--- config.mk ---
export PLATFORM = sky130hd
export DESIGN_NAME = fetch_sequencer
export DESIGN_NICKNAME = d
export VERILOG_FILES = /design/src/rtl/fetch_sequencer.sv
export SDC_FILE = /design/constraint.sdc
export NUM_CORES = 1
export LEC_CHECK = 0
export ABC_AREA = 1
export CORE_ASPECT_RATIO = 1.2
export CORE_MARGIN = 1.5
export CORE_UTILIZATION = 51
export DETAILED_ROUTE_END_ITERATION = 12
export HOLD_SLACK_MARGIN = 0.06
export PLACE_DENSITY_LB_ADDON = 0.1
export SYNTH_ARGS = -nofsm -noshare
export SYNTH_HDL_FRONTEND = slang
export SYNTH_SLANG_ARGS = --single-unit
--- constraint.sdc ---
create_clock -name FS_clock -period 3.7 [get_ports FS_clock]
set_input_delay 1.11 -clock FS_clock [delete_from_list [all_inputs] [get_ports FS_clock]]
set_output_delay 1.11 -clock FS_clock [all_outputs]
set_load 0.02 [all_outputs]
--- src/rtl/fetch_sequencer.sv ---
// fetch_sequencer: control FSM that walks the single-bus CPU through
// fetch / decode / execute. It drives the PC clear/increment/output-enable
// lines, shares the address bus between the PC and the operand field,
// handshakes with memory through FS_mem_ready and counts retired
// instructions with a saturating counter.
//
// Optional feature: define FS_WAIT_TIMEOUT_EN to bound every memory wait to
// TIMEOUT cycles. A timeout sends the FSM to HALT with a sticky FS_fault. In
// the default build waits are unbounded and FS_fault is tied low.
module fetch_sequencer #(
    parameter int CNT_W   = 16,
    parameter int TIMEOUT = 255
) (
    input  logic             FS_clock,
    input  logic             FS_reset,
    input  logic             FS_run,
    input  logic             FS_mem_ready,
    input  logic [3:0]       FS_opcode,
    output logic             FS_pc_reset,
    output logic             FS_pc_increment,
    output logic             FS_pc_output_en,
    output logic             FS_opr_output_en,
    output logic             FS_mem_read,
    output logic             FS_mem_write,
    output logic             FS_ir_load,
    output logic             FS_acc_load,
    output logic             FS_halted,
    output logic             FS_fault,
    output logic [2:0]       FS_state,
    output logic [CNT_W-1:0] FS_retired
);

    typedef enum logic [2:0] {
        S_INIT    = 3'd0,
        S_IDLE    = 3'd1,
        S_FETCH   = 3'd2,
        S_DECODE  = 3'd3,
        S_EXEC_RD = 3'd4,
        S_EXEC_WR = 3'd5,
        S_HALT    = 3'd6
    } state_t;

    localparam logic [3:0]       OP_LOAD  = 4'h1;
    localparam logic [3:0]       OP_STORE = 4'h2;
    localparam logic [3:0]       OP_HLT   = 4'hF;
    localparam logic [CNT_W-1:0] RET_MAX  = '1;

    state_t           state;
    state_t           after_retire;
    logic [CNT_W-1:0] retired;
    logic             in_wait;
    logic             timeout_hit;
    logic             retire;

    // A zero or negative wait budget would make every bus phase time out at once.
    if (TIMEOUT < 1) begin : g_bad_timeout
        $error("fetch_sequencer: TIMEOUT must be at least 1");
    end

    // States in which the FSM is waiting for memory to answer.
    assign in_wait = (state == S_FETCH) || (state == S_EXEC_RD) || (state == S_EXEC_WR);

    // Where to go once an instruction retires; FS_run is only looked at here and in IDLE.
    assign after_retire = FS_run ? S_FETCH : S_IDLE;

`ifdef FS_WAIT_TIMEOUT_EN
    localparam int            TW         = $clog2(TIMEOUT + 1);
    localparam logic [TW-1:0] WAIT_LIMIT = TW'(TIMEOUT);

    logic [TW-1:0] wait_cnt;
    logic          fault;

    // The counter sits at zero outside a bus phase, so every phase entry starts clean.
    assign timeout_hit = in_wait && (wait_cnt == WAIT_LIMIT);

    // Wait-cycle counter and sticky fault flag.
    always_ff @(posedge FS_clock or posedge FS_reset) begin
        if (FS_reset) begin
            wait_cnt <= '0;
            fault    <= 1'b0;
        end else begin
            if (!in_wait || FS_mem_ready || timeout_hit) begin
                wait_cnt <= '0;
            end else begin
                wait_cnt <= wait_cnt + TW'(1);
            end
            if (timeout_hit) begin
                fault <= 1'b1;
            end
        end
    end

    assign FS_fault = fault;
`else
    assign timeout_hit = 1'b0;
    assign FS_fault    = 1'b0;
`endif

    // An instruction retires in DECODE (NOP and HLT) or when its execute phase completes.
    always_comb begin
        retire = 1'b0;
        case (state)
            S_DECODE:             retire = (FS_opcode != OP_LOAD) && (FS_opcode != OP_STORE);
            S_EXEC_RD, S_EXEC_WR: retire = FS_mem_ready && !timeout_hit;
            default:              retire = 1'b0;
        endcase
    end

    // State sequencing and saturating retired-instruction count.
    always_ff @(posedge FS_clock or posedge FS_reset) begin
        if (FS_reset) begin
            state   <= S_INIT;
            retired <= '0;
        end else begin
            if (retire && (retired != RET_MAX)) begin
                retired <= retired + CNT_W'(1);
            end
            if (timeout_hit) begin
                state <= S_HALT;
            end else begin
                case (state)
                    S_INIT: state <= S_IDLE;
                    S_IDLE: begin
                        if (FS_run) begin
                            state <= S_FETCH;
                        end
                    end
                    S_FETCH: begin
                        if (FS_mem_ready) begin
                            state <= S_DECODE;
                        end
                    end
                    S_DECODE: begin
                        case (FS_opcode)
                            OP_LOAD:  state <= S_EXEC_RD;
                            OP_STORE: state <= S_EXEC_WR;
                            OP_HLT:   state <= S_HALT;
                            default:  state <= after_retire;
                        endcase
                    end
                    S_EXEC_RD, S_EXEC_WR: begin
                        if (FS_mem_ready) begin
                            state <= after_retire;
                        end
                    end
                    S_HALT:  state <= S_HALT;
                    default: state <= S_INIT;
                endcase
            end
        end
    end

    // Strobes decode from the state register; ready-qualified pulses follow memory directly.
    // Reset forces INIT asynchronously, and the PC clear is held off until reset is released.
    always_comb begin
        FS_pc_reset      = 1'b0;
        FS_pc_increment  = 1'b0;
        FS_pc_output_en  = 1'b0;
        FS_opr_output_en = 1'b0;
        FS_mem_read      = 1'b0;
        FS_mem_write     = 1'b0;
        FS_ir_load       = 1'b0;
        FS_acc_load      = 1'b0;
        FS_halted        = 1'b0;
        case (state)
            S_INIT: FS_pc_reset = !FS_reset;
            S_FETCH: begin
                if (!timeout_hit) begin
                    FS_pc_output_en = 1'b1;
                    FS_mem_read     = 1'b1;
                    FS_ir_load      = FS_mem_ready;
                    FS_pc_increment = FS_mem_ready;
                end
            end
            S_EXEC_RD: begin
                if (!timeout_hit) begin
                    FS_opr_output_en = 1'b1;
                    FS_mem_read      = 1'b1;
                    FS_acc_load      = FS_mem_ready;
                end
            end
            S_EXEC_WR: begin
                if (!timeout_hit) begin
                    FS_opr_output_en = 1'b1;
                    FS_mem_write     = 1'b1;
                end
            end
            S_HALT:  FS_halted = 1'b1;
            default: ;
        endcase
    end

    assign FS_state   = state;
    assign FS_retired = retired;

endmodule

After elaboration in Yosys (flattened, before gate mapping)
Index checks and enable logic that the tools add are counted.
Widths: inputs -> output; s select.
{"block": "word_totals", "ff_bits": 19, "output_inout_bits": 29, "inputBits": 8}
{"block": "classes", "add_sub_neg": 1, "n_eq_ne": 15, "reduce_logical": 7, "mux": 15}
{"op": "$pmux 3 s6", "n": 1}
{"op": "$add 16x1->16 const B", "n": 1}
{"op": "$ne 16x16->1 const B", "n": 1}
{"op": "$eq 3x3->1 const B", "n": 3}
{"op": "$mux 3", "n": 3}
{"op": "$pmux 3 s3", "n": 1}
{"op": "$mux 1", "n": 8}
{"op": "$eq 3x2->1 const B", "n": 2}
{"op": "$eq 4x1->1 const B", "n": 1}
{"op": "$eq 4x2->1 const B", "n": 1}
{"op": "$eq 4x4->1 const B", "n": 1}
{"op": "$ne 2x2->1 const B", "n": 2}
{"op": "$ne 4x1->1 const B", "n": 1}
{"op": "$ne 4x2->1 const B", "n": 1}
{"op": "$reduce_or 2->1", "n": 2}
{"op": "$eq 3x1->1 const B", "n": 1}
{"op": "$logic_not 3->1", "n": 1}
{"op": "$reduce_and 3->1", "n": 1}
{"op": "$logic_and 1x1->1", "n": 2}
{"op": "$mux 2", "n": 1}
{"op": "$ne 2x1->1 const B", "n": 1}
{"op": "$pmux 1 s2", "n": 1}
{"op": "$logic_not 1->1", "n": 1}

Longest topological paths before layout
{"block": "depth", "word_depth": 4, "mapped_depth": 11}

Least setup slack after synthesis
No wires, ideal clock.
{"block": "synth_timing", "kind": "in2out", "startpoint": "in FS_reset", "endpoint": "out FS_pc_reset", "setup_slack_ps": 853, "t_required_ps": 2590, "stages": 1, "path_buffers": 0, "arrival_time_ps": 1737, "path_cell_list": "nor4_1"}
{"block": "synth_via", "elab_chain_len": 2}
{"element": "start: declaration", "line_no": "15", "text": "input logic FS_reset,"}
{"element": "$logic_not 1->1", "line_no": "166", "text": "S_INIT: FS_pc_reset = !FS_reset;"}
{"element": "$mux 1", "line_no": "165", "text": "case (state)"}
{"element": "end: declaration", "line_no": "19", "text": "output logic FS_pc_reset,"}
No other way between the ends.

Worst setup path after layout
{"block": "layout_timing", "startpoint": "in FS_mem_ready", "endpoint": "out FS_acc_load"}
{"block": "layout_via", "elab_chain_len": 1}
{"element": "start: declaration", "line_no": "17", "text": "input logic FS_mem_ready,"}
{"element": "$mux 1", "line_no": "165"}
{"element": "end: declaration", "line_no": "26", "text": "output logic FS_acc_load,"}
No other way between the ends.

==> impl_metrics.json <==
{
  "synthesis.area_um2": 1310,
  "dp_cells": 255,
  "critical_path_arrival_ps": 2440,
  "vdd.ir_drop.worst_uv": 382,
  "cts.clk_slew.worst_paths_ps": 110,
  "final_antenna_net_count": 0,
  "drtPass1Iterations": 4,
  "synth_area_leaders": "dfrtp_1 (36%), nand2_1 (24%), xnor2_1 (6.7%)",
  "grt_max_degree": 20,
  "initial_utilization_pct": 55.6,
  "via_per_inst": 5.07,
  "die_x_um": 49.2,
  "p_per_area_nw_per_um2": 519,
  "hold_viol_final": 0,
  "root_buffer": "clkbuf_4",
  "total_power_uw": 871,
  "synth_top_area_share_pct": 36.4,
  "worst_pin_slew_ps": 725,
  "dieArea_um2": 2880,
  "synth_cell_type_count": 28,
  "skew_ps": 4.97,
  "grt.total_usage_pct": 22.6,
  "grt_pass1_vias": 1295,
  "place_congestion": 0.872,
  "status": "finished, final reports clean",
  "postCtsSetupBuffers": 0,
  "worstSetupPathType": "in2out",
  "fin_nets": 238,
  "fmax_mhz": 282,
  "static-leakage-power_nw": 0.800,
  "max-cap-violations": 0,
  "report.final.slew_viol_count": 0,
  "antenna_found_initial": 0,
  "finalCoreUtilization_pct": 71.3,
  "wl_per_cell_um": 11.5,
  "grt_first_pass_wirelength_mm": 5.04,
  "n_antenna_cell": 0,
  "drtIter0Drc": 30,
  "synth_async_sr_flop_share_pct": 100,
  "grt_remaining_overflow": 0,
  "synth_edf_count": 0,
  "clock_path_buffers": 2,
  "placed_cell_area_um2": 1650,
  "core_um2": 2350,
  "end_kind": "output pin",
  "synth_common_cells": "nand2_1 (82), dfrtp_1 (19), inv_1 (19)",
  "ys_ff_latch": 19,
  "worst_slack_ps": 150,
  "setup_violations": 0,
  "worstPathMaxFanout": 5,
  "ioPinCount": 37,
  "yosysMostFrequentCell": "nand2_1",
  "dp_hpwl_mm": 2.22,
  "synth_flop_cell": "dfrtp_1",
  "fin_cells": 259,
  "die-height_um": 58.5,
  "io_buffers": 35,
  "yosysWarnings": 0,
  "seq_area_frac_synth_pct": 36.4,
  "clock_sinks": 19,
  "critical_path_required_ps": 2590,
  "via_count": 1313,
  "syn2layout_area_growth_pct": 28.4,
  "htree_levels": 1,
  "period_share_pct": 95.9,
  "synth_area_per_cell_um2": 6.74,
  "final_area_um2": 1680,
  "fin_crit_ps": 3550,
  "rows": 19,
  "slew_headroom_pct": 51.6,
  "route.detailed.drc": 0,
  "start_kind": "input pin",
  "hold_path_class": "reg2reg",
  "worstSkewPairLatency_ps": 310,
  "syn_inst": 194,
  "cts_resized": 0,
  "tns_ps": 0,
  "cts_tree": "done",
  "pre_cts_slack_ps": 153,
  "drt-total-wl_mm": 2.97,
  "hold_buffers": 0,
  "synthesis.nets": 203,
  "yosysTopAreaCell": "dfrtp_1",
  "cts_made_buffers": 3,
  "whs_ps": 547,
  "drive_gt1_share_pct": 6.58,
  "rsz0062_at_grt": "false"
}
[layer usage]
| metal | up-vias | part of all wire [%] | wire, µm | track usage [%] |
|---|---|---|---|---|
| met4 | 0 | 2.3 | 69 | 12.2 |
| met1 | 601 | 39 | 1170 | 22.3 |
| met5 | - | 0 | 0 | 0 |
| met2 | 43 | 53 | 1580 | 44.8 |
| met3 | 9 | 4.9 | 146 | 3.55 |
| li1 | 660 | - | - | - |
[cell usage in the layout (no fill, tap or decap), types with 3 or more instances in the layout]
master           count
inv_1               19
inv_2                3
nor2_1              15
clkdlybuf4s50_1     35
clkbuf_4             3
o21ai_0              6
xnor2_1             10
dfrtp_1             19
nand3_1             12
nand2_1             82
nor3_1               4
[path summary, 6_finish.rpt]
| kind | startpoint | endpoint | slack, ps | cells after the start |
|---|---|---|---|---|
| min in group asynchronous | FS_reset | FS_retired[12] | 1250 | 2 |
| setup reg to reg | FS_retired[0] | FS_retired[8] | 2030 | 10 |
| hold / removal | FS_retired[1] | FS_retired[1] | 550 | 2 |
| setup / recovery | FS_mem_ready | FS_acc_load | 150 | 4 |
| max in group asynchronous | FS_reset | FS_retired[14] | 1990 | 2 |
| hold reg to reg | FS_retired[1] | FS_retired[1] | 550 | 2 |
[final cells by class]
| cell class | count | area [µm²] |
|---|---|---|
| clock inverters | 1 | 5.00 |
| well taps | 31 | 38.8 |
| multi-input cells | 146 | 694 |
| repair buffers | 35 | 350 |
| flip-flops and latches | 19 | 475 |
| fillers | 202 | 674 |
| inverters | 24 | 92.6 |
| clock buffers | 3 | 22.5 |
[registers in the layout (all words and copies together), names as in the netlist]
signal,flops
FS_retired,16
FS_state,3
[cell families (layout without fill, tap and decap cells)]
kind of cell | count (synthesis) | in the layout | share of synthesized area (%)
compound gates | 11 | 11 | 4.79
xor+xnor | 11 | 11 | 7.37
fa+ha+maj | 1 | 1 | 0.957
buf+inv | 29 | 63 | 10.5
flops | 19 | 19 | 36.4
other cells | 1 | 1 | 0.287
simple gates | 122 | 122 | 39.7
[critical path: stages]
cell	delay, ps
clkdlybuf4s50_1	460
inv_1	80
nor3_1	170
clkdlybuf4s50_1	620
[report_power, final]
group / internal (mW) / total [mW] / switching, mW
logic: 0.185 / 0.458 / 0.273
clock network: 0.0405 / 0.111 / 0.0707
registers: 0.244 / 0.302 / 0.0580
(Power assumes the default switching activity.)
==> RTL change 1: new RTL, same settings <==
Build with the macro `FS_WAIT_TIMEOUT_EN` defined.
--- a/src/rtl/fetch_sequencer.sv
+++ b/src/rtl/fetch_sequencer.sv
@@ -7,6 +7,8 @@
 // Optional feature: define FS_WAIT_TIMEOUT_EN to bound every memory wait to
 // TIMEOUT cycles. A timeout sends the FSM to HALT with a sticky FS_fault. In
 // the default build waits are unbounded and FS_fault is tied low.
+`define FS_WAIT_TIMEOUT_EN
+
 module fetch_sequencer #(
     parameter int CNT_W   = 16,
     parameter int TIMEOUT = 255
Formal check against the unedited RTL: no difference found for any inputs over 10 cycles, from zero or initial values and one cycle with FS_reset high; that may be too few to reach the edited logic, so the function may still have changed.
==> RTL change 1 against the unedited design <==
  * Sequential cell count is 9 higher
  * Clock skew down 0.0023 ns
  * Worst setup slack gained 0.026 ns
  * Via count increased by 22%
  * Critical path depth unchanged
  * Combinational power up 34%
  * Synthesized area grew 34%
  * Wire length grew 20%
  * Synthesized cell count up 24%
  * Utilization is 4.4 points lower
  * Largest power group unchanged
  * Power is 49% higher
  * Final area rose by 32%
  * Highest routed layer unchanged
==> RTL change 1: results (changes against the unedited design) <==
routed wl met3 131 um (was 146 um); Max FO, Critical Path 3 (was 5); hold slack 0.465 ns (was 0.547 ns); placed cells 311 (was 255); DR iter-0 viols 53 (was 30); Area contributors post-synth dfrtp_1, nand2_1, inv_1 (was dfrtp_1, nand2_1, xnor2_1); DR vias 1605 (was 1313); share of cells above drive strength 1 7.55% (was 6.58%); critical path's largest stage delay 0.60 ns (was 0.62 ns); nets@finish 289 (was 238); Mapped Avg Cell Area 7.30 sq um (was 6.74 sq um); CP arrival 2.41 ns (was 2.44 ns); Final Skew 0.00263 ns (was 0.00497 ns); worst skew pair latency 0.27 ns (was 0.31 ns); Area after DPL 0.00214 sq mm (was 0.00165 sq mm); Static Leak 1.06 nW (was 0.800 nW); FILL cells 314 (was 202); R2R setup slack 1.95 ns (was 2.03 ns); Setup WS post-layout 0.176 ns (was 0.150 ns); reg2reg end FS_retired[14] (was FS_retired[8]); global-route usage over all layers 20.3% (was 22.6%); largest net degree at the start of global routing 29 (was 20); met3 Use GR 2.87% (was 3.55%); syn_nets 250 (was 203); # port buffers 36 (was 35); Reg clk slew, reported paths 0.09 ns (was 0.11 ns); worst vdd ir 0.423 mV (was 0.382 mV); wire per inst 11.3 um (was 11.5 um); met2 routed WL 1.75 mm (was 1.58 mm); Hold Path Sink wait_cnt[0] (was FS_retired[1]); first-pass GRT wire length 5.96 mm (was 5.04 mm); status finished, final reports clean (unchanged); part of the Yosys area used for sequential elements 40.0% (was 36.4%); R2R Path Start wait_cnt[0] (was FS_retired[0]); min-delay src wait_cnt[0] (was FS_retired[1]); met1 Resource Use GR 25.2% (was 22.3%); hold path cells 1 (was 2); Post-synth top cells nand2_1, inv_1, dfrtp_1 (was nand2_1, dfrtp_1, inv_1); met2 Use GR 34.0% (was 44.8%); Synth cell types 27 (was 28)
[RTL change 1: logic make-up after synthesis]
kind of cell,share of synthesized area [%]
DFF,40.0
adders and majority gates,1.43
xor gates and xnor gates,5.00
and+or+nand+nor,37.5
AOI/OAI and AO/OA,8.00
buffers and inverters,8.07
[RTL change 1: worst reg2reg max path, cell delays in order (launching register included)]
cell	delay, ns
dfrtp_1	0.40
ha_1	0.21
nand2_1	0.10
nor2_2	0.06
nand2_1	0.15
nand3_1	0.11
nand2_1	0.14
nand2_4	0.14
inv_4	0.20
nand2_1	0.08
o21ai_0	0.07
[RTL change 1: layout make-up]
type	instances	area share, %
clock buffers	3	1.86
clock inverters	1	1.36
inverters	30	5.19
multi-input cells	179	41.1
flip-flops and latches	28	31.6
well taps	37	2.09
repair buffers	37	16.8
[RTL change 1: power by group]
part | internal [mW] | switching (mW)
sequential | 0.366 | 0.0822
clock | 0.145 | 0.0935
combinational | 0.254 | 0.360
==> RTL change 2: new RTL, same flow settings <==
Made on the original files. Register the output `FS_retired` once more, without a reset; this adds one clock of latency there. The other outputs are not delayed to match.
--- a/src/rtl/fetch_sequencer.sv
+++ b/src/rtl/fetch_sequencer.sv
@@ -191,7 +191,9 @@
     end
 
     assign FS_state   = state;
-    assign FS_retired = retired;
+    always_ff @(posedge FS_clock) begin
+        FS_retired <= retired;
+    end
 
 endmodule
 
Behaviour: not the same (a bounded check fails within 10 cycles, from zero or initial values and one cycle with FS_reset high).
==> RTL change 2 against the unedited design <==
  * Wire length increased by 4.2%
  * Utilization fell by 4.4 points
  * Final area grew 22%
  * Clock skew up 0.011 ns
  * Power grew 39%
  * First-iteration DRC count is 6.7% lower
  * Register-to-register slack got worse by 0.10 ns
  * Sequential power is 66% higher
  * Synthesized area increased by 25%
  * Sequential cell count rose by 16
  * Worst setup slack worse by 0.057 ns
  * Hold slack worse by 0.097 ns
  * Critical endpoint unchanged
  * Largest cell class is now flip-flops and latches
==> RTL change 2: results (changes against the unedited design) <==
status finished, final reports clean (unchanged); top_reg_cell synth dfrtp_1 (unchanged); clock buffer depth 2 (unchanged); Area after DPL 0.00199 sq mm (was 0.00165 sq mm); H-tree depth 2 (was 1); number of CTS-inserted buffers 5 (was 3); Synth Area in XOR/XNOR 5.89% (was 7.37%); setup violators final 0 (unchanged); placed cells 278 (was 255); Synth cell types 27 (was 28); antenna violations before repair 0 (unchanged); Routed WL 3.09 mm (was 2.97 mm); vias per cell 4.89 (was 5.07); worst slack, placed 0.111 ns (was 0.153 ns); CP max-delay cell clkdlybuf4s50_1 (unchanged); Synth Area in Compound Gates 3.98% (was 4.78%); ys async rst share 54.3% (was 100%); Psw 0.476 mW (was 0.402 mW); syn_nets 220 (was 203); Root Driver clkbuf_4 (unchanged); Initial DRT Pass Iterations 4 (unchanged); part of the Yosys area used for sequential elements 48.6% (was 36.4%); Hold/Removal Path Class reg2reg (unchanged); nets@finish 258 (was 238); post-synthesis mux area share 0% (unchanged); Static Leak 0.970 nW (was 0.800 nW); share of cells above drive strength 1 7.20% (was 6.58%); post-synthesis adder-cell area fraction 0.765% (was 0.957%); Final Skew 0.0155 ns (was 0.00497 ns); worst skew pair latency 0.34 ns (was 0.31 ns); Area contributors post-synth dfrtp_1, dfxtp_1, nand2_1 (was dfrtp_1, nand2_1, xnor2_1); total grt overflow 0 (unchanged); PostCTS Resize Cnt 0 (unchanged); Post-synth top cells nand2_1, inv_1, dfrtp_1, nor2_1, dfxtp_1 (was nand2_1, dfrtp_1, inv_1); detailed placer's ending HPWL 2.32 mm (was 2.22 mm); vias in the first global route 1262 (was 1295); Finished Layout Cells 286 (was 259); Mapped Avg Cell Area 7.76 sq um (was 6.74 sq um); Std-Cell Rows 22 (was 19); Max FO, Critical Path 4 (was 5); # port buffers 35 (unchanged); CP arrival 2.50 ns (was 2.44 ns); worst vdd ir 0.461 mV (was 0.382 mV); DR iter-0 viols 28 (was 30); Post-CTS Setup Bufs 0 (unchanged); global-route usage over all layers 21.2% (was 22.6%); RePlAce Congestion 0.810 (was 0.872); Worst slew margin 51.9% (was 51.6%); first-pass GRT wire length 5.42 mm (was 5.04 mm); Ant. Diodes 0 (unchanged)
==> RTL change 2: power by group through the flow <==
stage	clock, mW	sequential (mW)	combinational, mW
3_3_place_gp	0	0.509	0.497
3_5_place_dp	0	0.510	0.501
2_1_floorplan	0	0.543	0.315
5_1_grt	0.232	0.511	0.556
4_1_cts	0.221	0.501	0.502
6_report	0.212	0.501	0.496
==> RTL change 2: logic make-up after synthesis <==
group                    after synthesis
AND/OR/NAND/NOR                      122
flip-flops                            35
buffers and inverters                 29
AO/OA/AOI/OAI                         12
XOR/XNOR                              11
adder cells (fa/ha/maj)                1
other                                  1
==> RTL change 2: critical path, delay by kind of cell <==
kind | cells | cell delay (ns)
buffers and inverters | 3 | 1.21
and+or+nand+nor | 1 | 0.17
==> RTL change 2: area by class of cell <==
cell class,count,area [sq um]
Clock buffer,7,55.1
Fill cell,276,1010
Clock inverter,1,5.00
Tap cell,36,45.0
Timing Repair Buffer,35,350
Multi-Input combinational cell,147,696
Sequential cell,35,796
Inverter,25,98.8
==> RTL change 2: path summary, 6_finish.rpt <==
check                      slack (ns)       endpoint    startpoint  cells after the start
setup reg to reg                 1.93     retired[4]    retired[0]                     10
hold / removal                   0.45  FS_retired[1]    retired[1]                      0
min in group asynchronous        1.21     retired[5]      FS_reset                      2
setup / recovery                 0.09    FS_acc_load  FS_mem_ready                      4
hold reg to reg                  0.45  FS_retired[1]    retired[1]                      0
max in group asynchronous        2.02    FS_state[0]      FS_reset                      2
==> RTL change 2: layer usage <==
metal / global-route usage (%) / part of all wire [%] / up-vias
met1: 26.9 / 44 / 624
met3: 5.53 / 5.4 / 9
met4: 10.0 / 2.5 / 0
li1: - / - / 724
met5: 0 / 0 / -
met2: 32.7 / 48 / 42
